==> config.mk <==
export PLATFORM = sky130hd
export DESIGN_NAME = regfile_port_decoder
export DESIGN_NICKNAME = d
export VERILOG_FILES = /design/src/rtl/regfile_pkg.sv /design/src/rtl/onehot_decoder.sv /design/src/rtl/regfile_port_decoder.sv
export SDC_FILE = /design/constraint.sdc
export NUM_CORES = 1
export LEC_CHECK = 0
export ABC_AREA = 1
export CORE_ASPECT_RATIO = 1.75
export CORE_MARGIN = 2
export CORE_UTILIZATION = 40
export CTS_CLUSTER_SIZE = 40
export DETAILED_ROUTE_END_ITERATION = 16
export PLACE_DENSITY = 0.73
export SYNTH_ARGS = -nofsm -noshare
export SYNTH_HDL_FRONTEND = slang
export SYNTH_SLANG_ARGS = --single-unit
==> constraint.sdc <==
create_clock -name clock -period 1.3 [get_ports clock]
set_input_delay 0.26 -clock clock [delete_from_list [all_inputs] [get_ports clock]]
set_output_delay 0.26 -clock clock [all_outputs]
set_load 0.01 [all_outputs]
==> src/rtl/regfile_pkg.sv <==
// Shared constants and helpers for the register-file port decode path.
// Latency: none (package only).
// Backpressure: none (package only).
package regfile_pkg;

  // Default register-file geometry: 32 registers addressed by 5 bits.
  localparam int REG_ADDR_W = 5;
  localparam int NUM_REGS   = 32;

  // Register 0 is the hardwired-zero register.
  localparam int R0_ADDR    = 0;

  // Width of a one-hot select vector for an address of addr_w bits.
  function automatic int onehot_width(input int addr_w);
    return 1 << addr_w;
  endfunction

endpackage

==> src/rtl/onehot_decoder.sv <==
// Combinational binary-to-one-hot decoder with enable (all-zero when disabled).
// Latency: 0 cycles, purely combinational.
// Backpressure: none; output follows inputs.
//
// Ports:
//   en_i   - enable; when low sel_o is all-zero
//   addr_i - binary address, ADDR_W bits
//   sel_o  - one-hot select, 2**ADDR_W bits
module onehot_decoder
  import regfile_pkg::*;
#(
  parameter int ADDR_W = REG_ADDR_W
) (
  input  logic                             en_i,
  input  logic [ADDR_W-1:0]                addr_i,
  output logic [onehot_width(ADDR_W)-1:0]  sel_o
);

  localparam int N = onehot_width(ADDR_W);

  // Shift-stage ladder: the enable bit enters at position 0 and each address
  // bit k conditionally moves it up by 2**k, so depth grows with log2(N).
  logic [N-1:0] stage [ADDR_W+1];

  assign stage[0] = N'(en_i);

  for (genvar k = 0; k < ADDR_W; k++) begin : g_stage
    assign stage[k+1] = addr_i[k] ? (stage[k] << (1 << k)) : stage[k];
  end

  assign sel_o = stage[ADDR_W];

endmodule

==> src/rtl/regfile_port_decoder.sv <==
// Pipelined register-file address decoder: NUM_READ read + 1 write one-hot selects, bypass flags.
// Latency: 1 cycle from an accepted set (in_valid & ~stall) to registered outputs.
// Backpressure: stall holds every output register and leaves the input set unconsumed; in_ready = ~stall.
//
// Ports:
//   clock, reset   - rising-edge clock, synchronous active-low reset
//   in_valid       - input address set is valid
//   stall          - freeze outputs, do not consume input
//   rd_addr        - packed read addresses, port p at [p*ADDR_W +: ADDR_W]
//   wr_addr, wr_en - write address and request
//   in_ready       - ~stall
//   out_valid      - outputs hold a decoded set
//   rd_sel         - one-hot read selects, port p at [p*NREG +: NREG]
//   wr_sel         - one-hot write select or zero
//   bypass         - port p reads the register written in the same set
//   r0_write_drop  - the captured set carried a suppressed write to r0
module regfile_port_decoder
  import regfile_pkg::*;
#(
  parameter int ADDR_W     = REG_ADDR_W,
  parameter int NUM_READ   = 2,
  parameter bit PROTECT_R0 = 1'b1
) (
  input  logic                                       clock,
  input  logic                                       reset,
  input  logic                                       in_valid,
  input  logic                                       stall,
  input  logic [NUM_READ*ADDR_W-1:0]                 rd_addr,
  input  logic [ADDR_W-1:0]                          wr_addr,
  input  logic                                       wr_en,
  output logic                                       in_ready,
  output logic                                       out_valid,
  output logic [NUM_READ*onehot_width(ADDR_W)-1:0]   rd_sel,
  output logic [onehot_width(ADDR_W)-1:0]            wr_sel,
  output logic [NUM_READ-1:0]                        bypass,
  output logic                                       r0_write_drop
);

  localparam int NREG = onehot_width(ADDR_W);

  // Write qualification: a protected r0 write is converted into a drop pulse.
  logic wr_is_r0;
  logic r0_drop_d;
  logic we_eff;

  assign wr_is_r0  = (wr_addr == ADDR_W'(R0_ADDR));
  assign r0_drop_d = wr_en & PROTECT_R0 & wr_is_r0;
  assign we_eff    = wr_en & ~(PROTECT_R0 & wr_is_r0);

  // Decoders 0..NUM_READ-1 serve the read ports, decoder NUM_READ the write port.
  logic [NUM_READ*NREG-1:0] rd_sel_d;
  logic [NREG-1:0]          wr_sel_d;

  for (genvar p = 0; p <= NUM_READ; p++) begin : g_dec
    if (p < NUM_READ) begin : g_rd
      onehot_decoder #(.ADDR_W(ADDR_W)) u_dec (
        .en_i   (1'b1),
        .addr_i (rd_addr[p*ADDR_W +: ADDR_W]),
        .sel_o  (rd_sel_d[p*NREG +: NREG])
      );
    end else begin : g_wr
      onehot_decoder #(.ADDR_W(ADDR_W)) u_dec (
        .en_i   (we_eff),
        .addr_i (wr_addr),
        .sel_o  (wr_sel_d)
      );
    end
  end

  // Same-register collision per read port; duplicates each flag independently.
  logic [NUM_READ-1:0] bypass_d;

  always_comb begin
    bypass_d = '0;
    for (int p = 0; p < NUM_READ; p++) begin
      bypass_d[p] = we_eff & (rd_addr[p*ADDR_W +: ADDR_W] == wr_addr);
    end
  end

  // Pipeline registers. A bubble zeroes the payload rather than holding it.
  logic                     out_valid_q;
  logic [NUM_READ*NREG-1:0] rd_sel_q;
  logic [NREG-1:0]          wr_sel_q;
  logic [NUM_READ-1:0]      bypass_q;
  logic                     r0_drop_q;

  always_ff @(posedge clock) begin
    if (!reset) begin
      out_valid_q <= 1'b0;
      rd_sel_q    <= '0;
      wr_sel_q    <= '0;
      bypass_q    <= '0;
      r0_drop_q   <= 1'b0;
    end else if (!stall) begin
      if (in_valid) begin
        out_valid_q <= 1'b1;
        rd_sel_q    <= rd_sel_d;
        wr_sel_q    <= wr_sel_d;
        bypass_q    <= bypass_d;
        r0_drop_q   <= r0_drop_d;
      end else begin
        out_valid_q <= 1'b0;
        rd_sel_q    <= '0;
        wr_sel_q    <= '0;
        bypass_q    <= '0;
        r0_drop_q   <= 1'b0;
      end
    end
  end

  assign in_ready      = ~stall;
  assign out_valid     = out_valid_q;
  assign rd_sel        = rd_sel_q;
  assign wr_sel        = wr_sel_q;
  assign bypass        = bypass_q;
  assign r0_write_drop = r0_drop_q;

endmodule

Word-level counts from Yosys, hierarchy flattened. Index checks and enable logic that the tools add are counted.

Register bits after elaboration: 100. Latch bits: 0. Memory bits (writable): 0. Bits in read-only memories: 0. Memories kept: 0.

$add $sub $neg: 0. Multipliers: 0. Div/mod/pow operators: 0. $lt $le $gt $ge: 0. Equal/unequal tests: 2. Shift-type cells: 0. Mux-type cells: 20. Bitwise operators: 6. Reduce and logical (&&, ||, !) cells: 1.

Operators by type and width (count): $mux W32 (13); $mux W64 (1); $eq A5 B5 Y1 (2); $mux W2 (4); $logic_not A5 Y1 (1); $and A1 B1 Y1 (4); $mux W1 (2); $not A1 Y1 (2).

Longest topological paths before layout. Gate-level depths: netlist of run 1.

Word-level depth: 9. Depth in mapped cells: 7. Gate-level depth less buffers: 7.

Hierarchy. A second synthesis of run 1 with hierarchy kept.

Cell total of the unflattened synthesis: 669. Area total of the unflattened synthesis: 4613.2 um^2.

By module, submodules not included: regfile_port_decoder (times used 1, cells each 483, area an instance 3768.6 um^2, seq. area each 2001.9 um^2); onehot_decoder (times used 3, cells each 62, area an instance 281.5 um^2, seq. area each 0.0 um^2).

Least setup slack after synthesis of run 1. No wires, ideal clock.

Path type: input to register. Start point: input stall. End point: register rd_sel_q[3] (netlist: rd_sel[3]). Arrival time: 1018 ps. Path slack: 212 ps. Stages on the path: 6. Path buffers: 1. Cell sequence: inv_2 nand2_4 nor2_2 buf_2 nand2_1 a21oi_1.

RTL lines: start: declaration (line regfile_port_decoder.sv:27) `input logic stall,`; end signal: assignment (line regfile_port_decoder.sv:97) `rd_sel_q <= rd_sel_d;`; end: declaration (line regfile_port_decoder.sv:82) `logic [NUM_READ*NREG-1:0] rd_sel_q;`.

Worst setup path after layout of run 1.
Start point: register rd_sel_q[33] (netlist: rd_sel[33]). End point: output rd_sel[33].

RTL lines: end: declaration (line regfile_port_decoder.sv:33) `output logic [NUM_READ*onehot_width(ADDR_W)-1:0] rd_sel,`.

No word-level cell between the ends.

==> results of run 1 <==
[area by class of cell]
cell class,instances,area [sq um]
sequential,100,2000
antenna,1,2.50
fill,914,3780
clock inverter,4,75.1
tap,125,156
clock buffer,11,233
timing repair buffer,174,1620
multi-input combinational,366,1790
inverter,19,71.3
[worst min-delay path by stage]
stage,from,to,slack (ns),cells after the start
after floorplan,wr_addr[4],wr_sel[1],0.45,3
after global placement,wr_sel[0],wr_sel[0],0.43,2
after detailed placement,wr_sel[0],wr_sel[0],0.43,2
after CTS,stall,out_valid,0.37,4
after global routing,stall,out_valid,0.39,4
final,stall,out_valid,0.36,4
[per-layer routing]
metal / routed length [um] / vias up / GRT usage [%]
met5: 0 / - / 0
met4: 384 / 0 / 10.5
met3: 660 / 26 / 5.73
met2: 6230 / 118 / 39.1
met1: 4610 / 1907 / 24.1
li1: - / 2016 / -
[layout by cell type, fill, tap and decap left out, drive strengths merged, types with 5 or more instances in the layout]
cell type	netlist	layout
dlygate4sd2	0	100
xor2	5	5
buf	22	55
nand3	17	17
a22oi	28	28
clkdlybuf4s50	0	11
clkbuf	18	11
nand4	9	9
inv	18	18
a21oi	74	74
dlymetal6s2s	0	8
nand2	147	147
dfxtp	100	100
nor4	12	12
nor2	72	72
[stage by stage]
stage / TNS (ns) / instance area (sq um) / util [%] / worst slack [ns]
2_1_floorplan: 0 / 3960 / - / 0.212
3_3_place_gp: -20.89 / 5660 / 58.2 / -0.300
3_5_place_dp: -23.86 / 5660 / 58.2 / -0.348
4_1_cts: 0 / 5860 / 60.2 / 0.00417
5_1_grt: -0.0812 / 5950 / 61.2 / -0.0538
6_report: 0 / 5950 / 61.2 / 0.0507
[state kept, by name (all words and copies together), names as in the netlist]
| name | flops |
|---|---|
| bypass | 2 |
| out_valid | 1 |
| r0_write_drop | 1 |
| rd_sel | 64 |
| wr_sel | 32 |
[tightest hold or removal path, stage by stage]
cell and delay, ns:
sky130_fd_sc_hd__buf_2 0.11, sky130_fd_sc_hd__inv_2 0.05, sky130_fd_sc_hd__nand2_4 0.15, sky130_fd_sc_hd__a21oi_1 0.08
[cell families (layout without fill, tap and decap cells)]
logic type      Yosys count  in the layout  share of synthesized area [%]
other cells               0              1                              0
compound gates          102            102                           14.7
xor+xnor                  5              5                           1.11
flops                   100            100                           50.5
simple gates            259            259                           27.4
buf+inv                  59            208                           6.35
[what timing repair did]
item | 4_1_cts | 5_1_grt
endpoints found under the setup margin | 102 | 66
hold buffers | 0 | 0
resized for setup | 102 | 30
pin swaps | 0 | 2
[power groups by stage]
stage	combinational, mW	clock, mW	sequential, mW
after floorplan	0.284	0	3.16
after global placement	0.579	0	3.15
after detailed placement	0.589	0	3.15
after CTS	0.586	2.80	3.08
after global routing	0.659	2.92	3.08
final	0.606	2.76	3.08
==> out/summary.md, run 1 <==
• **warnings from Yosys** 0
• **internal portion of total power** 5.00 mW
• **wire length of the first global-routing pass** 18700 um
• **number of setup buffers added after CTS** 0
• **DRT Pass-1 Iters** 4
• **crit path cell chain** dlygate4sd2_1
• **R2R Path End** rd_sel[28]
• **power density cells** 1080 nW/um^2
• **overall via count from detail_route** 4067
• **reg2reg start** rd_sel[28]
• **fraction of synthesis flops using an asynchronous set or reset pin** 0%
• **antenna violations before repair** 1
• **maximum clock path buffer count** 2
• **clock tree root buffer cell** sky130_fd_sc_hd__clkbuf_16
• **count of final hold-check violations** 0
• **distinct cell type count of the synthesized netlist** 21
• **main flop type after synthesis** sky130_fd_sc_hd__dfxtp_1
• **depth of the most critical reg-to-reg path** 2
• **Tightest Pin Transition** 0.340 ns
• **largest area contributor in the netlist** sky130_fd_sc_hd__dfxtp_1
• **ports placed on the boundary** 121
• **combinational power share** 9.4%
• **worst-case hold slack** 0.360 ns
• **Worst Path Max Fanout** 2
• **Placed Cells** 784
• **DR iter-0 viols** 347
• **post-layout min period** 1.25 ns
• **Avg Vias per Cell** 5.08
• **Hold Path Class** input pin to register
• **CP Capture Type** primary output
• **Clock Pin Slew Worst Setup and Hold Paths** 0.06 ns
• **highest clock rate** 800 MHz
• **total power after layout** 6.45 mW
• **Die Outline Area** 10700 sq um
• **final setup violating endpoints** 0
• **number of buffers and inverters on the critical path** 1
• **critical path endpoint** rd_sel[33]
• **Synthesized Nets** 545
• **sequential area share after synthesis** 50.5%
• **maximum number of pins on one net before global-route repair** 54
• **classification of the worst setup path** register to primary output
• **leading cell types by total area after synthesis** sky130_fd_sc_hd__dfxtp_1 (51%), sky130_fd_sc_hd__nand2_1 (14%), sky130_fd_sc_hd__a21oi_1 (9.3%)
• **area of the core** 9730 sq um
• **proportion of layout cells with a drive suffix above 1** 15.1%
• **Sw Ratio** 22.4%
• **I/O Buffers** 120
• **Site Rows** 48
• **Worst path depth** 1
• **starting utilization of the core area** 40.7%
• **part of the total power dissipated in the clock network** 42.8%
• **leading cell type by number of instances after synthesis** sky130_fd_sc_hd__nand2_1
• **area share of the largest cell type after synthesis** 50.5%
• **mean instance size in the synthesized netlist** 7.55 sq um
• **Total Nets Final** 690
• **Crit path arrival time** 0.99 ns
• **global routing usage summed across all routing layers** 22.1%
• **data required time at the worst endpoint** 1.04 ns
• **CTS tree** done
• **unrepaired setup endpoints after global routing** true
• **HPWL Detailed** 8560 um
• **critical-path cell with the highest stage delay** sky130_fd_sc_hd__dfxtp_1
• **cell class contributing the biggest share of worst-path delay** flip-flops
• **top post-synthesis cells by count** sky130_fd_sc_hd__nand2_1 (146), sky130_fd_sc_hd__dfxtp_1 (100), sky130_fd_sc_hd__a21oi_1 (74), sky130_fd_sc_hd__nor2_1 (66), sky130_fd_sc_hd__a22oi_1 (28)
• **post-route DRC violation count** 0
• **Final Wtd Congestion** 0.962
• **Slew HR** 77.1%
• **Post-DRT Antenna Nets** 0
• **count of state elements after synthesis** 100
• **Finished Layout Cells** 800
• **CTS H-Tree Depth** 3
• **overall die height** 136 um
• **Layout area overhead** 50.3%
• **Post-Route Skew** 0 ns
• **register share of total power** 47.8%
• **status** finished clean
• **DIE WIDTH** 79.2 um
• **Cell Area, Synth** 3960 sq um
• **final worst-path cycle share** 96.1%
• **category of the worst setup path launch point** register
• **launching element of the worst setup path** rd_sel[33]
• **Num CTS Buffers** 9
• **aggregate global routing overflow** 0
• **number of global-route vias before repair** 3985
• **count of flip-flops with a built-in enable after synthesis** 0
• **final routed wire length divided by cell count** 14.9 um
• **worst stage delay on the critical path** 0.35 ns
• **largest vdd supply drop** 0.000624 V
• **latest clock arrival within the worst-skew pair** 0.34 ns
• **setup slack of the worst register-to-register path** 0.60 ns
• **maxcap violations** 0
• **clock tree sinks** 100
• **leakage power summed over all cells** 2.69 nW
• **switching component of the power** 1.44 mW
• **overall routed net length** 11900 um
• **number of pins with negative max-slew slack in the final report** 0
• **Cells after Synth** 525
Power figures use the tool's default switching activity.
==> run 2: changes to the inputs <==
--- a/config.mk
+++ b/config.mk
@@ -12,6 +12,7 @@
 export CTS_CLUSTER_SIZE = 40
 export DETAILED_ROUTE_END_ITERATION = 16
 export PLACE_DENSITY = 0.73
+export SETUP_SLACK_MARGIN = 0.3
 export SYNTH_ARGS = -nofsm -noshare
 export SYNTH_HDL_FRONTEND = slang
 export SYNTH_SLANG_ARGS = --single-unit
==> constraint.sdc (replaced) <==
create_clock -name clock -period 1.2 [get_ports clock]
set_input_delay 0.24 -clock clock [delete_from_list [all_inputs] [get_ports clock]]
set_output_delay 0.24 -clock clock [all_outputs]
set_load 0.01 [all_outputs]
==> out/summary.md, run 2 (synthesized netlist as in run 1, its figures left out) <==
• **status** finished clean
• **internal portion of total power** 5.08 mW
• **critical-path cell with the highest stage delay** sky130_fd_sc_hd__dfxtp_4
• **reg2reg start** rd_sel[32]
• **Die Outline Area** 10700 sq um
• **maximum number of pins on one net before global-route repair** 57
• **highest clock rate** 937 MHz
• **Slew HR** 78.1%
• **Clock Pin Slew Worst Setup and Hold Paths** 0.07 ns
• **Total Nets Final** 718
• **Post-Route Skew** 0 ns
• **post-layout min period** 1.07 ns
• **maximum clock path buffer count** 2
• **overall routed net length** 13600 um
• **Post-DRT Antenna Nets** 0
• **hold path start** wr_addr[2]
• **switching component of the power** 1.79 mW
• **Finished Layout Cells** 828
• **latest clock arrival within the worst-skew pair** 0.34 ns
• **antenna violations before repair** 0
• **Layout area overhead** 69.6%
• **category of the worst setup path launch point** register
• **overall die height** 136 um
• **starting utilization of the core area** 40.7%
• **Site Rows** 48
• **Avg Vias per Cell** 5.27
• **part of the total power dissipated in the clock network** 40.0%
• **I/O Buffers** 120
• **final routed wire length divided by cell count** 16.4 um
• **global routing usage summed across all routing layers** 25.5%
• **clock tree sinks** 100
• **Hold Path Class** input pin to register
• **number of pins with negative max-slew slack in the final report** 0
• **classification of the worst setup path** register to primary output
• **leakage power summed over all cells** 2.68 nW
• **number of flip-flops in the largest register** 64
• **CTS H-Tree Depth** 3
• **DR iter-0 viols** 186
• **combinational power share** 11.4%
• **data required time at the worst endpoint** 0.96 ns
• **DIE WIDTH** 79.2 um
• **commonest non-fill, non-tap cells in the layout** sky130_fd_sc_hd__nand2_1 (146), sky130_fd_sc_hd__buf_6 (105), sky130_fd_sc_hd__dfxtp_2 (99)
• **CP Capture Type** primary output
• **unrepaired setup endpoints after global routing** true
• **most common cell after layout, fill and taps aside** sky130_fd_sc_hd__nand2_1
• **maxcap violations** 0
• **Num CTS Buffers** 9
• **cell class contributing the biggest share of worst-path delay** flip-flops
• **Setup Total Neg Slack** 0 ns
• **overall via count from detail_route** 4362
• **count of final hold-check violations** 0
• **CTS tree** done
• **Sw Ratio** 26.1%
• **launching element of the worst setup path** wr_sel[8]
• **DRT Pass-1 Iters** 5
• **proportion of layout cells with a drive suffix above 1** 52.3%
• **final worst-path cycle share** 88.9%
• **post-route DRC violation count** 0
• **power density cells** 1020 nW/um^2
• **HPWL Detailed** 9580 um
• **Antenna Cells** 0
• **aggregate global routing overflow** 0
• **number of buffers and inverters on the critical path** 1
• **clock tree root buffer cell** sky130_fd_sc_hd__clkbuf_16
• **worst stage delay on the critical path** 0.37 ns
• **final setup violating endpoints** 0
• **Tightest Pin Transition** 0.326 ns
• **area of the core** 9730 sq um
• **total power after layout** 6.87 mW
• **Worst Path Max Fanout** 2
• **Final Wtd Congestion** 0.950
• **ports placed on the boundary** 121
• **Placed Cells** 776
• **number of global-route vias before repair** 4363
• **wire length of the first global-routing pass** 21100 um
• **crit path cell chain** buf_6
• **largest vdd supply drop** 0.000722 V
• **register share of total power** 48.6%
• **Crit path arrival time** 0.83 ns
[run 2: cell type report]
| class | instances | area [sq um] |
|---|---|---|
| Fill cell | 772 | 3010 |
| Sequential cell | 100 | 2130 |
| Timing Repair Buffer | 202 | 2090 |
| Multi-Input combinational cell | 366 | 1960 |
| Clock buffer | 9 | 225 |
| Tap cell | 125 | 156 |
| Inverter | 19 | 95.1 |
| Clock inverter | 7 | 57.6 |
[run 2: final timing paths]
kind / to / slack [ns] / depth (start not counted)
max reg2reg: rd_sel[32] / 0.35 / 3
max: wr_sel[8] / 0.13 / 1
min: wr_sel[16] / 0.27 / 4
min reg2reg: wr_sel[0] / 0.45 / 2
[run 2: metrics by stage]
step                      util [%]  cell area [sq um]  setup slack (ns)  hold slack, ns
final                         69.0               6720             0.133           0.274
after global routing          69.0               6720             0.112           0.292
after CTS                     67.8               6600             0.125           0.282
after detailed placement      59.3               5770            -0.536           0.438
after global placement        59.3               5770            -0.473           0.432
after floorplan                  -               4230             0.264           0.421
[run 2: timing repair]
action / 4_1_cts / 5_1_grt
cloned: 3 / 1
buffers inserted: 20 / 12
pin swaps: 16 / 11
endpoints found under the setup margin: 199 / 182
gates resized for setup: 679 / 28
hold buffers: 0 / 0
[run 2: routing by layer]
layer  wire [um]  track usage [%]  part of all wire [%]
met1        4400             23.9                    32
met2        7780             49.2                    57
met3         605             4.73                   4.5
met4         792             15.3                   5.8
met5           0                0                     0
[run 2: power by group through the flow]
| stage | clock (mW) | sequential, mW | combinational, mW |
|---|---|---|---|
| 2_1_floorplan | 0 | 3.42 | 0.395 |
| 3_3_place_gp | 0 | 3.42 | 0.678 |
| 3_5_place_dp | 0 | 3.42 | 0.692 |
| 4_1_cts | 2.80 | 3.34 | 0.750 |
| 5_1_grt | 2.95 | 3.34 | 0.835 |
| 6_report | 2.75 | 3.34 | 0.785 |
[run 2: tightest hold or removal path: stages]
cell and delay [ns]:
sky130_fd_sc_hd__clkbuf_4 0.17, sky130_fd_sc_hd__nor2_2 0.07, sky130_fd_sc_hd__nand3_1 0.06, sky130_fd_sc_hd__a21oi_1 0.05
==> run 3: changes to the inputs <==
==> constraint.sdc (replaced) <==
create_clock -name clock -period 1 [get_ports clock]
set_input_delay 0.2 -clock clock [delete_from_list [all_inputs] [get_ports clock]]
set_output_delay 0.2 -clock clock [all_outputs]
set_load 0.01 [all_outputs]
==> out/summary.md, run 3 (synthesized netlist as in run 1, its figures left out) <==
• **starting utilization of the core area** 40.7%
• **Die Outline Area** 10700 sq um
• **number of flip-flops in the largest register** 64
• **post-route design area** 9400 sq um
• **global routing usage summed across all routing layers** 30.5%
• **Crit path arrival time** 1.43 ns
• **Site Rows** 48
• **classification of the worst setup path** input pin to register
• **HPWL Detailed** 8830 um
• **share of the core filled with cells in the final layout** 96.6%
• **unrepaired setup endpoints after global routing** true
• **final worst-path cycle share** 113%
• **largest vdd supply drop** 0.00127 V
• **power density cells** 1020 nW/um^2
• **wire length of the first global-routing pass** 25300 um
• **CTS tree** done
• **Total Nets Final** 803
• **commonest non-fill, non-tap cells in the layout** sky130_fd_sc_hd__buf_6 (155), sky130_fd_sc_hd__dfxtp_2 (98), sky130_fd_sc_hd__nand2_1 (76)
• **Antenna Cells** 0
• **Num CTS Buffers** 9
• **Hold Path Class** input pin to register
• **crit path cell chain** buf_6 > buf_12 > clkinv_8 > nand4_1 > nor2_1 > buf_4 > nand2_4 > a21oi_2
• **Tightest Pin Transition** 0.476 ns
• **data required time at the worst endpoint** 1.29 ns
• **violations in the final reports** negative setup slack
• **proportion of layout cells with a drive suffix above 1** 82.2%
• **number of pins with negative max-slew slack in the final report** 0
• **Avg Vias per Cell** 6.24
• **Post-DP Area** 6250 sq um
• **Clock Pin Slew Worst Setup and Hold Paths** 0.07 ns
• **number of global-route vias before repair** 4928
• **CP Capture Type** register
• **clock tree sinks** 100
• **status** complete, but fails checks
• **Slew HR** 68.0%
• **latest clock arrival within the worst-skew pair** 0.35 ns
• **CTS H-Tree Depth** 3
• **overall via count from detail_route** 5693
• **Placed Cells** 810
• **count of final hold-check violations** 0
• **overall routed net length** 26400 um
• **antenna violations before repair** 0
• **leakage power summed over all cells** 4.11 nW
• **clock tree root buffer cell** sky130_fd_sc_hd__clkbuf_16
• **post-route DRC violation count** 0
• **aggregate global routing overflow** 0
• **category of the worst setup path launch point** input pin
• **Layout area overhead** 137%
• **total power after layout** 9.63 mW
• **Final WS setup** -0.135 ns
• **ports placed on the boundary** 121
• **Final Wtd Congestion** 0.909
• **final setup violating endpoints** 106
• **overall die height** 136 um
• **final routed wire length divided by cell count** 28.9 um
• **highest clock rate** 881 MHz
• **most common cell after layout, fill and taps aside** sky130_fd_sc_hd__buf_6
• **Post-Route Skew** 0 ns
• **post-layout min period** 1.13 ns
• **DR iter-0 viols** 617
• **DRT Pass-1 Iters** 7
• **Post-DRT Antenna Nets** 0
• **Worst Path Max Fanout** 7
• **maximum number of pins on one net before global-route repair** 38
• **area of the core** 9730 sq um
• **worst stage delay on the critical path** 0.30 ns
• **maximum clock path buffer count** 2
• **DIE WIDTH** 79.2 um
• **maxcap violations** 0
• **Finished Layout Cells** 913
• **critical-path cell with the highest stage delay** sky130_fd_sc_hd__nor2_1
• **I/O Buffers** 120
## run 3: path summary, 6_finish.rpt
path                            startpoint         end  slack [ns]  depth (start not counted)
worst max-delay path            wr_addr[1]   wr_sel[4]       -0.13                          8
worst min-delay path            rd_addr[7]  rd_sel[35]        0.25                          5
worst max register to register  rd_sel[11]  rd_sel[11]       -0.04                          3
worst min register to register   wr_sel[3]   wr_sel[3]        0.49                          2
## run 3: metal layers
layer | wire, um | vias to the layer above | GRT usage (%)
li1 | - | 2271 | -
met1 | 8420 | 2756 | 30.7
met2 | 13300 | 467 | 57.1
met3 | 1990 | 199 | 5.67
met4 | 2690 | 0 | 17.7
met5 | 0 | - | 0
## run 3: worst max-delay path, delay by kind of cell
kind	cells	cell delay (ns)
buf+inv	4	0.53
compound gates	1	0.11
simple gates	3	0.58
## run 3: area by class of cell
cell class	instances	area, sq um
multi-input combinational	366	3080
timing repair inverter	1	6.26
clock buffer	9	225
tap	125	156
clock inverter	7	75.1
inverter	19	183
sequential	100	2130
timing repair buffer	286	3540
fill	168	333
## run 3: timing repair
item | 4_1_cts | 5_1_grt
gates cloned | 13 | 9
endpoints found under the setup margin | 201 | 200
hold buffers | 0 | 0
pin swaps | 87 | 132
buffers inserted | 25 | 40
gates resized for setup | 837 | 249
## run 3: where the power goes
part	internal [mW]	switching (mW)	leakage [nW]
registers	3.99	0.0187	0.858
clock network	1.96	1.73	0.144
logic	0.881	1.05	3.11
total	6.83	2.80	4.11
## run 3: per-stage QoR
stage / setup slack, ns / hold slack, ns / TNS, ns
2_1_floorplan: 0.106 / 0.384 / 0
3_3_place_gp: -0.631 / 0.428 / -50.64
3_5_place_dp: -0.664 / 0.439 / -53.65
4_1_cts: -0.0155 / 0.231 / -0.101
5_1_grt: -0.146 / 0.264 / -3.05
6_report: -0.135 / 0.248 / -2.53
